**src/rtl/t_flipflop_counter.sv**
```systemverilog
// Bank of WIDTH T flip-flops. Each bit toggles from an external mask or an
// internal carry/borrow chain, with synchronous load, wrap/saturate limits and a registered terminal-count pulse.
module t_flipflop_counter #(
  parameter int          WIDTH       = 8,
  parameter bit          SATURATE    = 1'b0,
  parameter int unsigned RESET_VALUE = 0
) (
  input  logic             clk,
  input  logic             rst_n,
  input  logic             en,
  input  logic [1:0]       mode,
  input  logic [WIDTH-1:0] t,
  input  logic             load,
  input  logic [WIDTH-1:0] d,
  output logic [WIDTH-1:0] q,
  output logic [WIDTH-1:0] qbar,
  output logic             tc
);

  typedef enum logic [1:0] {
    MODE_TOGGLE = 2'b00,
    MODE_UP     = 2'b01,
    MODE_DOWN   = 2'b10,
    MODE_HOLD   = 2'b11
  } mode_e;

  localparam logic [WIDTH-1:0] RST_Q = WIDTH'(RESET_VALUE);

  logic [WIDTH-1:0] q_p0;
  logic             tc_p0;
  logic [WIDTH-1:0] up_t;
  logic [WIDTH-1:0] dn_t;
  logic [WIDTH-1:0] tog;
  logic [WIDTH-1:0] q_nxt;
  logic             tc_nxt;
  logic             lim;

  // True when the current count sits at the limit of the selected direction.
  function automatic logic at_limit(input logic [1:0] m, input logic [WIDTH-1:0] v);
    logic r;
    r = 1'b0;
    case (mode_e'(m))
      MODE_UP:   r = &v;
      MODE_DOWN: r = ~|v;
      default:   r = 1'b0;
    endcase
    return r;
  endfunction

  // Saturation suppresses every toggle term once the limit is reached.
  function automatic logic [WIDTH-1:0] sat_toggle(input logic [WIDTH-1:0] tv, input logic at_lim);
    return (SATURATE && at_lim) ? '0 : tv;
  endfunction

  always_comb begin
    up_t    = '0;
    dn_t    = '0;
    up_t[0] = 1'b1;
    dn_t[0] = 1'b1;
    for (int i = 1; i < WIDTH; i++) begin
      up_t[i] = up_t[i-1] & q_p0[i-1];
      dn_t[i] = dn_t[i-1] & ~q_p0[i-1];
    end
  end

  always_comb begin
    tog    = '0;
    q_nxt  = q_p0;
    tc_nxt = 1'b0;
    lim    = at_limit(mode, q_p0);
    if (load) begin
      q_nxt = d;
    end else if (en) begin
      tc_nxt = lim;
      case (mode_e'(mode))
        MODE_TOGGLE: tog = t;
        MODE_UP:     tog = sat_toggle(up_t, lim);
        MODE_DOWN:   tog = sat_toggle(dn_t, lim);
        default:     tog = '0;
      endcase
      q_nxt = q_p0 ^ tog;
    end
  end

  // Stage p0: flip-flop state and terminal-count pulse
  always_ff @(posedge clk or negedge rst_n) begin
    if (!rst_n) begin
      q_p0  <= RST_Q;
      tc_p0 <= 1'b0;
    end else begin
      q_p0  <= q_nxt;
      tc_p0 <= tc_nxt;
    end
  end

  assign q    = q_p0;
  assign qbar = ~q_p0;
  assign tc   = tc_p0;

endmodule

```
**config.mk**
```make
export PLATFORM = sky130hd
export DESIGN_NAME = t_flipflop_counter
export DESIGN_NICKNAME = d
export VERILOG_FILES = /design/src/rtl/t_flipflop_counter.sv
export SDC_FILE = /design/constraint.sdc
export NUM_CORES = 1
export LEC_CHECK = 0
export ABC_CLOCK_PERIOD_IN_PS = 2500
export CORE_MARGIN = 4
export CORE_UTILIZATION = 42
export DETAILED_ROUTE_END_ITERATION = 16
export PLACE_DENSITY = 0.82
export SYNTH_ARGS = -nofsm -noshare
export SYNTH_HDL_FRONTEND = slang
export SYNTH_SLANG_ARGS = --single-unit
```
**constraint.sdc**
```tcl
create_clock -name clk -period 2.5 [get_ports clk]
set_input_delay 0.25 -clock clk [delete_from_list [all_inputs] [get_ports clk]]
set_output_delay 0.25 -clock clk [all_outputs]
set_load 0.005 [all_outputs]
```
* Word level (Yosys, flattened, before mapping)
Index checks and enable logic that the tools add are counted.
** Storage, ports and cells
- Latch bits :: 0
- Input port bits :: 22
- Memory bits (writable) :: 0
- Logic and storage cells :: 38
- Bits in read-only memories :: 0
- Output and inout port bits :: 17
- Memories kept :: 0
- Register bits :: 9
** Operators by class
- Order comparisons :: 0
- Multiply operators :: 0
- Div/mod/pow operators :: 0
- Reduce and logical (&&, ||, !) cells :: 5
- Shifts and indexed selects :: 0
- Muxes and demuxes :: 8
- Add/sub/neg operators :: 0
- Equality and inequality tests :: 2
- Bitwise gates (word level) :: 21
** Operator list (number)
- $mux 8 :: 4
- $pmux 8 s3 :: 1
- $and 1x1->1 :: 12
- $not 8->8 :: 1
- $reduce_and 8->1 :: 1
- $reduce_or 8->1 :: 1
- $xor 8x8->8 :: 1
- $not 1->1 :: 7
- $eq 2x1->1 const B :: 1
- $eq 2x2->1 const B :: 1
- $logic_not 2->1 :: 1
- $mux 1 :: 2
- $pmux 1 s2 :: 1
- $reduce_bool 2->1 :: 1
- $logic_not 1->1 :: 1

* Longest topological paths before layout
Gate-level depths: netlist of the first run.
- Word-level depth :: 13
- Mapped depth :: 7
- Depth with buffers taken out :: 6

* Worst setup path before layout of the first run
No wires, ideal clock.
- Path type :: reg-to-reg
- Start :: register q_p0[2] (netlist: q[2])
- End :: register q_p0[4] (netlist: q[4])
- Data arrival time :: 1708 ps
- Data required time :: 2431 ps
- Buffers on the path :: 0
- Stages on the path, launching flop included :: 5
- Clock period less this slack :: 1778 ps
- Setup slack :: 722 ps
- Library setup time :: 69 ps
- Path through :: dfrtp_1 -> or4b_4 -> mux2_4 -> a2111o_1 -> nand3_1
** On the way
- Cells in the longest elaborated chain, start to end :: 9
- Elaborated cells on any way between the ends :: 11
- Classes of those cells :: mux: 5; bitwise: 6
** RTL lines
- start: declaration :: RTL line 29 : logic [WIDTH-1:0] q_p0;
- start signal: assignment :: RTL line 91 : q_p0 <= q_nxt;
- $not 1->1 :: RTL line 62 : dn_t[i] = dn_t[i-1] & ~q_p0[i-1];
- $and 1x1->1 (2 in series) :: RTL line 62
- $pmux 8 s3 (*) :: RTL line 75 : case (mode_e'(mode))
- $mux 8 (*) :: RTL line 73 : end else if (en) begin
- $mux 8 (*) :: RTL line 71 : if (load) begin
- $xor 8x8->8 (*) :: RTL line 81 : q_nxt = q_p0 ^ tog;
- $mux 8 (*) :: RTL line 73
- $mux 8 (*) :: RTL line 71
Every way passes the cells marked *; elsewhere a longest branch is shown, timed or not. The select of a mux whose other input is x is not followed.
A chain may end at the register's enable or synchronous reset.

* Worst setup path in the final report of the first run
- Start :: input mode[0]
- End :: register q_p0[4] (netlist: q[4])
** On the way
- Cells in the longest elaborated chain, start to end :: 7
- Elaborated cells on any way between the ends :: 9
- Classes of those cells :: eq/ne: 2; mux: 5; bitwise: 1; reduce/logical: 1
** RTL lines
- start: declaration :: RTL line 11 : input logic [1:0] mode,
- $eq 2x2->1 (tied with other cells) :: RTL line 75
- $pmux 8 s3 (*) :: RTL line 75
- $mux 8 (*) :: RTL line 73
- $mux 8 (*) :: RTL line 71
- $xor 8x8->8 (*) :: RTL line 81
- $mux 8 (*) :: RTL line 73
- $mux 8 (*) :: RTL line 71
Marks and branches as above.

==> flow_summary.yaml, run 1 <==
outcome:
  status: "complete, no violations"
setup_path:
  startpoint: "mode[0]"
  r2r_start: "q[2]$_DFFE_PN0P_"
  crit_type: "in -> reg"
  rr_endpoint: "q[4]$_DFFE_PN0P_"
  start_kind: "input port"
  reg2reg_depth: 4
  regToRegSetupSlack_ps: 650
  arrival_ps: 2260
  crit_path_end_kind: "register"
  cp_max_fo: 6
  crit_required_ps: 2700
  setup.worst_path.end: "q[4]$_DFFE_PN0P_"
final_layout:
  final_common_cell: "clkdlybuf4s50_1"
  drive_above_1_share_pct: 7.576
  diodes: 0
  final_cell_mix: "clkdlybuf4s50_1 (38), nand2_1 (13), inv_1 (10), dfrtp_1 (9)"
  area_delta_synth_final_pct: 56.33
  stdcell_count: 157
  nNetsFinal: 159
grt:
  grt_pass1_vias: 852
  grtUsageTotal_pct: 18.66
  grt_max_degree: 19
  grt_overflow: 0
  antenna_found_initial: 0
  grt_pass1_wl_um: 3615
floorplan:
  die-height_um: 50.28
  coreArea_sq_mm: 0.001708
  die_area_sq_mm: 0.002528
  initial_utilization_pct: 43.96
  rows: 15
  io_pins: 39
  dieWidth_um: 50.28
timing:
  setup_viol: 0
  slew_viol_final: 0
  post-route-period-util_pct: 82.28
  max_freq_mhz: 486.1
  tns_ps: 0
  rsz0062_at_grt: "false"
  slew_headroom_pct: 56.60
  worst_pin_slew_ps: 648.9
  finalClockSkew_ps: 3.231
  finalHoldViolations: 0
  layout_min_cycle_time_ps: 2057
synth:
  syn_area_sq_um: 750.7
  ys_async_sr_fraction_pct: 100.0
  ys_ff_latch: 9
  syn_nets: 120
  synth.area.top_cells: "dfrtp_1 (30%), ha_1 (6.7%), nand2_1 (6.5%), inv_1 (5.0%), xnor2_1 (4.7%)"
  synth_top_area_share_pct: 30.00
  synth_cells: 94
  yosysWarnings: 0
  synth_top_cell_by_area: "dfrtp_1"
  synth_flop_cell: "dfrtp_1"
  yosysSeqAreaShare_pct: 30.00
  synth_area_per_cell_sq_um: 7.986
  ys_types: 29
  synth_edf_count: 0
routing:
  drc: 0
  drtPass1Iterations: 4
  drt_iter0_drc: 28
  num_vias: 848
  via_per_inst: 5.401
  wl_per_cell_um: 13.27
  drt.antenna.violating_nets: 0
  wirelength_um: 2084
clock_network:
  cts.htree.levels: 1
  clock_latency_ps: 270
  cts_setup_buffers: 0
  cts_resized: 0
  clock_sinks: 9
  clk_pin_slew_ps: 70
  clock-root-buffer: "clkbuf_4"
  ctsHoldBuffers: 0
  cts_tree: "yes"
  cts_max_path_buffers: 2
  cts_made_buffers: 3
place:
  io_buffers: 38
  gp_congestion: 0.8461
  place_inst: 153
  hpwl_um: 1613
pwr:
  swShare_pct: 32.01
  p_per_area_mw_per_mm2: 460.6
  leakage_nw: 0.4757
  power_frac_seq_pct: 36.6
  internal_power_w: 0.0003675
  power.switching_w: 0.0001730
  p_comb_share_pct: 41.1
  power_frac_clock_pct: 22.2
  ir_drop_mv: 0.2810
run:
  cap_violations: 0
hold_path:
  hold_class: "in -> async"
[critical path, stage by stage]
cell and delay (ps):
clkdlybuf4s50_1 450, inv_1 110, ha_1 180, or4b_4 510, mux2_4 290, a2111o_1 400, nand3_1 70
[synth_stat cells (all sizes together) (4+ instances only)]
cell type and number:
nand2 13, inv 10, dfrtp 9, nand3 5, nor2 5, nor3 5, o21ai 5, a31oi 4
clkbuf 4, ha 4, mux2 4, xnor2 4
[state kept, by name (all words and copies together) (netlist names)]
name and flops:
tc 1, q 8
[logic make-up (layout without fill, tap and decap cells)]
logic type | after synthesis | in the layout | synth area share [%]
adder cells (fa/ha/maj) | 4 | 4 | 6.667
AND/OR/NAND/NOR | 39 | 39 | 26.17
multiplexers | 6 | 6 | 9.166
flip-flops | 9 | 9 | 30.00
AO/OA/AOI/OAI | 18 | 18 | 16.33
buffers and inverters | 14 | 52 | 7.000
XOR/XNOR | 4 | 4 | 4.666
[metal layers]
metal / share of wire, % / up-vias / wire, um / track usage, %
li1: - / 410 / - / -
met4: 1.9 / 0 / 40 / 11.06
met1: 39 / 387 / 805 / 21.43
met3: 9.8 / 6 / 204 / 6.528
met5: 0 / - / 0 / 0
met2: 50 / 45 / 1034 / 29.57
[worst min path at each step]
stage / startpoint / endpoint / slack [ps] / cells past startpoint
detailed placement: rst_n / q[6]$_DFFE_PN0P_ / 590 / 1
finish: rst_n / q[7]$_DFFE_PN0P_ / 290 / 1
CTS: rst_n / q[2]$_DFFE_PN0P_ / 300 / 1
global route: rst_n / q[6]$_DFFE_PN0P_ / 300 / 1
floorplan: rst_n / q[0]$_DFFE_PN0P_ / -50 / 0
global placement: rst_n / q[6]$_DFFE_PN0P_ / 590 / 1
[power groups by stage]
stage | clock, W | combinational [W] | sequential, W
finish | 0.000120 | 0.000222 | 0.000198
CTS | 0.000123 | 0.000225 | 0.000197
floorplan | 0 | 0.0000939 | 0.000195
detailed placement | 0 | 0.000223 | 0.000199
global route | 0.000135 | 0.000247 | 0.000203
global placement | 0 | 0.000219 | 0.000198
[stage by stage]
step | utilization (%) | cell area (sq um) | total power, W | hold WS, ps | setup slack (ps)
2_1_floorplan | - | 750.7 | 0.0002886 | -45.59 | 722.3
5_1_grt | 68.72 | 1174 | 0.0005841 | 297.0 | 442.2
6_report | 68.72 | 1174 | 0.0005405 | 293.1 | 443.0
4_1_cts | 68.72 | 1174 | 0.0005441 | 302.5 | 455.0
3_3_place_gp | 67.18 | 1147 | 0.0004176 | 591.4 | 231.4
3_5_place_dp | 67.18 | 1147 | 0.0004216 | 589.2 | 171.6
[final cells by class]
| cell class | count | area, sq um |
|---|---|---|
| flip-flops and latches | 9 | 225.2 |
| fillers | 147 | 534.3 |
| inverters | 10 | 37.54 |
| multi-input cells | 71 | 473.0 |
| well taps | 25 | 31.28 |
| clock buffers | 4 | 26.28 |
| repair buffers | 38 | 380.4 |
(Power assumes the default switching activity.)
==> run 2: changes to the inputs <==
==> config.mk (replaced) <==
export PLATFORM = sky130hd
export DESIGN_NAME = t_flipflop_counter
export DESIGN_NICKNAME = d
export VERILOG_FILES = /design/src/rtl/t_flipflop_counter.sv
export SDC_FILE = /design/constraint.sdc
export NUM_CORES = 1
export LEC_CHECK = 0
export ABC_CLOCK_PERIOD_IN_PS = 1800
export CORE_MARGIN = 4
export CORE_UTILIZATION = 35
export DETAILED_ROUTE_END_ITERATION = 16
export PLACE_DENSITY = 0.73
export SYNTH_ARGS = -nofsm -noshare
export SYNTH_HDL_FRONTEND = slang
export SYNTH_SLANG_ARGS = --single-unit
==> constraint.sdc (replaced) <==
create_clock -name clk -period 1.8 [get_ports clk]
set_input_delay 0.18 -clock clk [delete_from_list [all_inputs] [get_ports clk]]
set_output_delay 0.18 -clock clk [all_outputs]
set_load 0.005 [all_outputs]
==> run 2 against run 1 <==
Compared with the run above:
- hold slack worse by 51 ps
- register-to-register slack worse by 600 ps
- highest routed layer unchanged
- clock power increased by 35%
- cell area increased by 10%
- critical path depth fell by 3
- critical endpoint unchanged
- sequential power is 33% higher
- clock skew shrank 2.2 ps
- setup slack got worse by 390 ps
- flip-flop and latch count is the same
==> flow_summary.yaml, run 2 (synthesis gave the netlist of run 1 again) <==
clock_network:
  clock-root-buffer: "clkbuf_4"
  clock_sinks: 9
  clock_latency_ps: 260
  ctsHoldBuffers: 0
  cts.htree.levels: 1
  cts_made_buffers: 3
  cts_tree: "yes"
  clk_pin_slew_ps: 60
  cts_max_path_buffers: 2
timing:
  worst_pin_slew_ps: 487.5
  finalClockSkew_ps: 1.034
  hold_ws_ps: 241.9
  layout_min_cycle_time_ps: 1746
  slew_headroom_pct: 67.40
  rsz0062_at_grt: "true"
  tns_ps: 0
  finalHoldViolations: 0
  slew_viol_final: 0
  post-route-period-util_pct: 97.00
  max_freq_mhz: 572.7
  setup_ws_ps: 53.93
  setup_viol: 0
setup_path:
  critPathSlowestCell: "or4b_4"
  max_stage_delay_ps: 550
  crit_family: "simple AND/OR/NAND/NOR gates"
  r2r_start: "q[0]$_DFFE_PN0P_"
  critPathBufInv: 0
  rr_endpoint: "q[4]$_DFFE_PN0P_"
  crit_type: "reg -> reg"
  crit_path_end_kind: "register"
  reg2reg_depth: 4
  cp_max_fo: 3
  arrival_ps: 1950
  crit_required_ps: 2000
  start_kind: "register"
  crit_chain: "or4b_4 -> mux2_4 -> a2111o_1 -> nand3_1"
  regToRegSetupSlack_ps: 50
floorplan:
  die-height_um: 54.32
  initial_utilization_pct: 37.50
  io_pins: 39
  coreArea_sq_mm: 0.002002
  rows: 16
  dieWidth_um: 54.32
  die_area_sq_mm: 0.002950
place:
  gp_congestion: 0.7447
  io_buffers: 38
  hpwl_um: 1856
  place_inst: 171
  pre_cts_ws_ps: -385.5
final_layout:
  final_util_pct: 64.75
  diodes: 0
  drive_above_1_share_pct: 18.92
  nNetsFinal: 175
  stdcell_count: 175
  largest_reg_flops: 8
  area_delta_synth_final_pct: 72.67
  final_cell_mix: "clkdlybuf4s50_1 (36), buf_4 (16), nand2_1 (13), inv_1 (9), dfrtp_1 (9)"
  final_common_cell: "clkdlybuf4s50_1"
routing:
  drtPass1Iterations: 4
  drc: 0
  drt_iter0_drc: 12
  drt.antenna.violating_nets: 0
  wirelength_um: 2257
  via_per_inst: 4.949
  num_vias: 866
  wl_per_cell_um: 12.90
grt:
  grt_max_degree: 12
  grt_pass1_wl_um: 3698
  grtUsageTotal_pct: 17.41
  grt_pass1_vias: 847
  grt_overflow: 0
  antenna_found_initial: 0
hold_path:
  hold_class: "in -> async"
outcome:
  status: "complete, no violations"
pwr:
  ir_drop_mv: 0.4358
  p_per_area_mw_per_mm2: 605.3
  leakage_nw: 0.5516
run:
  cap_violations: 0
## run 2: metrics by stage
stage	power, W	cell area, sq um
3_3_place_gp	0.0006208	1270
2_1_floorplan	0.0004008	750.7
5_1_grt	0.0008469	1296
6_report	0.0007846	1296
4_1_cts	0.0007947	1296
3_5_place_dp	0.0006281	1270
## run 2: routing by layer
layer | GRT usage, % | vias to the layer above | routed length [um]
li1 | - | 440 | -
met1 | 20.29 | 393 | 949
met2 | 29.68 | 31 | 1118
met3 | 7.084 | 2 | 166
met4 | 3.734 | 0 | 23
met5 | 0 | - | 0
## run 2: final cells by class
cell class | instances | area, sq um
fill | 172 | 705.7
multi-input combinational | 71 | 475.5
timing repair buffer | 54 | 498.0
inverter | 10 | 37.54
tap | 27 | 33.78
sequential | 9 | 225.2
clock buffer | 4 | 26.28
## run 2: timing repair
item	4_1_cts	5_1_grt
setup buffers	0	0
resized for setup	4	0
pin swaps	1	1
endpoints found under the setup margin	5	3
## run 2: worst max path at each step
stage                          start                to  slack, ps  cells after the start
floorplan           q[2]$_DFFE_PN0P_  q[4]$_DFFE_PN0P_         20                      4
global placement             mode[0]  q[5]$_DFFE_PN0P_       -340                      8
detailed placement           mode[0]  q[4]$_DFFE_PN0P_       -390                      7
CTS                 q[2]$_DFFE_PN0P_  q[4]$_DFFE_PN0P_         40                      4
global route        q[0]$_DFFE_PN0P_  q[5]$_DFFE_PN0P_        -40                      5
finish              q[0]$_DFFE_PN0P_  q[4]$_DFFE_PN0P_         50                      4
## run 2: power breakdown
| part | switching [W] | internal (W) | leakage, nW |
|---|---|---|---|
| clock | 0.0000762 | 0.0000858 | 0.0150 |
| combinational | 0.000133 | 0.000227 | 0.429 |
| sequential | 0.0000339 | 0.000229 | 0.107 |
==> run 3: changes to the inputs <==
==> config.mk (replaced) <==
export PLATFORM = sky130hd
export DESIGN_NAME = t_flipflop_counter
export DESIGN_NICKNAME = d
export VERILOG_FILES = /design/src/rtl/t_flipflop_counter.sv
export SDC_FILE = /design/constraint.sdc
export NUM_CORES = 1
export LEC_CHECK = 0
export ABC_CLOCK_PERIOD_IN_PS = 2200
export CORE_MARGIN = 4
export CORE_UTILIZATION = 42
export DETAILED_ROUTE_END_ITERATION = 16
export PLACE_DENSITY = 0.82
export SYNTH_ARGS = -nofsm -noshare
export SYNTH_HDL_FRONTEND = slang
export SYNTH_SLANG_ARGS = --single-unit
==> constraint.sdc (replaced) <==
create_clock -name clk -period 2.2 [get_ports clk]
set_input_delay 0.22 -clock clk [delete_from_list [all_inputs] [get_ports clk]]
set_output_delay 0.22 -clock clk [all_outputs]
set_load 0.005 [all_outputs]
==> run 3 against run 2 <==
Compared with the run above:
- power is 20% lower
- flip-flop and latch count unchanged
- largest cell class is now multi-input combinational cells
- hold slack improved by 27 ps
- cell area fell by 6.6%
- critical path type is now in -> reg
==> flow_summary.yaml, run 3 (synthesis gave the netlist of run 1 again) <==
place:
  hpwl_um: 1847
  place_inst: 158
  gp_congestion: 0.8530
  pre_cts_ws_ps: -65.35
  io_buffers: 38
final_layout:
  num-fill-cells: 141
  nNetsFinal: 164
  diodes: 0
  area_delta_synth_final_pct: 61.33
  final_cell_mix: "clkdlybuf4s50_1 (38), nand2_1 (13), inv_1 (10), dfrtp_1 (9)"
  final_common_cell: "clkdlybuf4s50_1"
  largest_reg_flops: 8
  stdcell_count: 162
  drive_above_1_share_pct: 10.95
outcome:
  status: "complete, no violations"
floorplan:
  dieWidth_um: 50.28
  initial_utilization_pct: 43.96
  die-height_um: 50.28
  die_area_sq_mm: 0.002528
  io_pins: 39
  rows: 15
  coreArea_sq_mm: 0.001708
grt:
  grt_overflow: 0
  antenna_found_initial: 0
  grtUsageTotal_pct: 19.39
  grt_pass1_vias: 881
  grt_pass1_wl_um: 3781
  grt_max_degree: 13
timing:
  setup_ws_ps: 195.3
  post-route-period-util_pct: 91.12
  worst_pin_slew_ps: 472.5
  rsz0062_at_grt: "false"
  slew_headroom_pct: 68.50
  finalHoldViolations: 0
  finalClockSkew_ps: 1.191
  slew_viol_final: 0
  hold_ws_ps: 269.1
  max_freq_mhz: 498.8
  layout_min_cycle_time_ps: 2005
  setup_viol: 0
pwr:
  swShare_pct: 32.36
  power.switching_w: 0.0002021
  internal_power_w: 0.0004225
  power_frac_seq_pct: 36.3
  ir_drop_mv: 0.3613
  p_per_area_mw_per_mm2: 515.7
  post-layout-total-power_w: 0.0006246
  leakage_nw: 0.4985
  p_comb_share_pct: 42.2
  power_frac_clock_pct: 21.5
routing:
  wl_per_cell_um: 14.35
  drtPass1Iterations: 4
  wirelength_um: 2325
  drc: 0
  drt.antenna.violating_nets: 0
  num_vias: 868
  drt_iter0_drc: 48
  via_per_inst: 5.358
clock_network:
  clock_sinks: 9
  ctsHoldBuffers: 0
  cts_max_path_buffers: 2
  cts_tree: "yes"
  clock_latency_ps: 260
  clk_pin_slew_ps: 70
  cts_resized: 0
  cts.htree.levels: 1
  clock-root-buffer: "clkbuf_4"
  cts_setup_buffers: 0
  cts_made_buffers: 3
setup_path:
  r2r_start: "q[0]$_DFFE_PN0P_"
  crit_type: "in -> reg"
  rr_endpoint: "q[7]$_DFFE_PN0P_"
  start_kind: "input port"
  reg2reg_depth: 5
  setup.worst_path.end: "q[7]$_DFFE_PN0P_"
  startpoint: "mode[0]"
  cp_max_fo: 4
  crit_path_end_kind: "register"
  crit_required_ps: 2340
  arrival_ps: 2150
  regToRegSetupSlack_ps: 350
run:
  cap_violations: 0
hold_path:
  hold_class: "in -> async"
run 3: changes by cell type in the layout (fill, tap and decap cells not counted), sizes merged:
cell and delta:
clkdlybuf4s50 +2, dlygate4sd2 -2, buf -11
run 3: worst min-delay path by stage:
stage	from	endpoint	slack, ps	depth (start not counted)
5_1_grt	rst_n	q[6]$_DFFE_PN0P_	280	1
3_5_place_dp	rst_n	q[6]$_DFFE_PN0P_	570	1
3_3_place_gp	rst_n	q[6]$_DFFE_PN0P_	560	1
6_report	rst_n	q[6]$_DFFE_PN0P_	270	1
4_1_cts	rst_n	q[6]$_DFFE_PN0P_	280	1
2_1_floorplan	rst_n	q[0]$_DFFE_PN0P_	-80	0
run 3: worst max-delay path, stage by stage:
cell and delay [ps]:
clkdlybuf4s50_1 420, inv_1 100, ha_1 190, or4b_4 490, buf_4 170, nor4_1 320, or3_1 170, nand3_1 70
run 3: area by class of cell:
| cell class | instances | area [sq um] | share of cell area [%] |
|---|---|---|---|
| Sequential cell | 9 | 225.2 | 18.60 |
| Clock buffer | 4 | 26.28 | 2.169 |
| Tap cell | 25 | 31.28 | 2.583 |
| Inverter | 10 | 37.54 | 3.099 |
| Multi-Input combinational cell | 71 | 473.0 | 39.05 |
| Timing Repair Buffer | 43 | 417.9 | 34.50 |
run 3: power groups by stage:
stage	logic [W]	registers [W]	clock network, W
after global routing	0.000287	0.000231	0.000151
after CTS	0.000265	0.000226	0.000139
final	0.000263	0.000227	0.000135
after detailed placement	0.000263	0.000229	0
after floorplan	0.000107	0.000221	0
after global placement	0.000256	0.000226	0
run 3: stage by stage:
| stage | setup TNS, ps | cell area, sq um | utilization (%) |
|---|---|---|---|
| after floorplan | 0 | 750.7 | - |
| after global placement | 0 | 1185 | 69.38 |
| after detailed placement | -127.8 | 1185 | 69.38 |
| after CTS | 0 | 1211 | 70.92 |
| after global routing | 0 | 1211 | 70.92 |
| final | 0 | 1211 | 70.92 |
run 3: per-layer routing:
metal / global-route usage (%) / vias to the layer above / share of wire [%]
met5: 0 / - / 0
met2: 33.26 / 45 / 51
met4: 10.14 / 0 / 0.60
met3: 4.154 / 2 / 8.7
li1: - / 418 / -
met1: 22.28 / 403 / 40
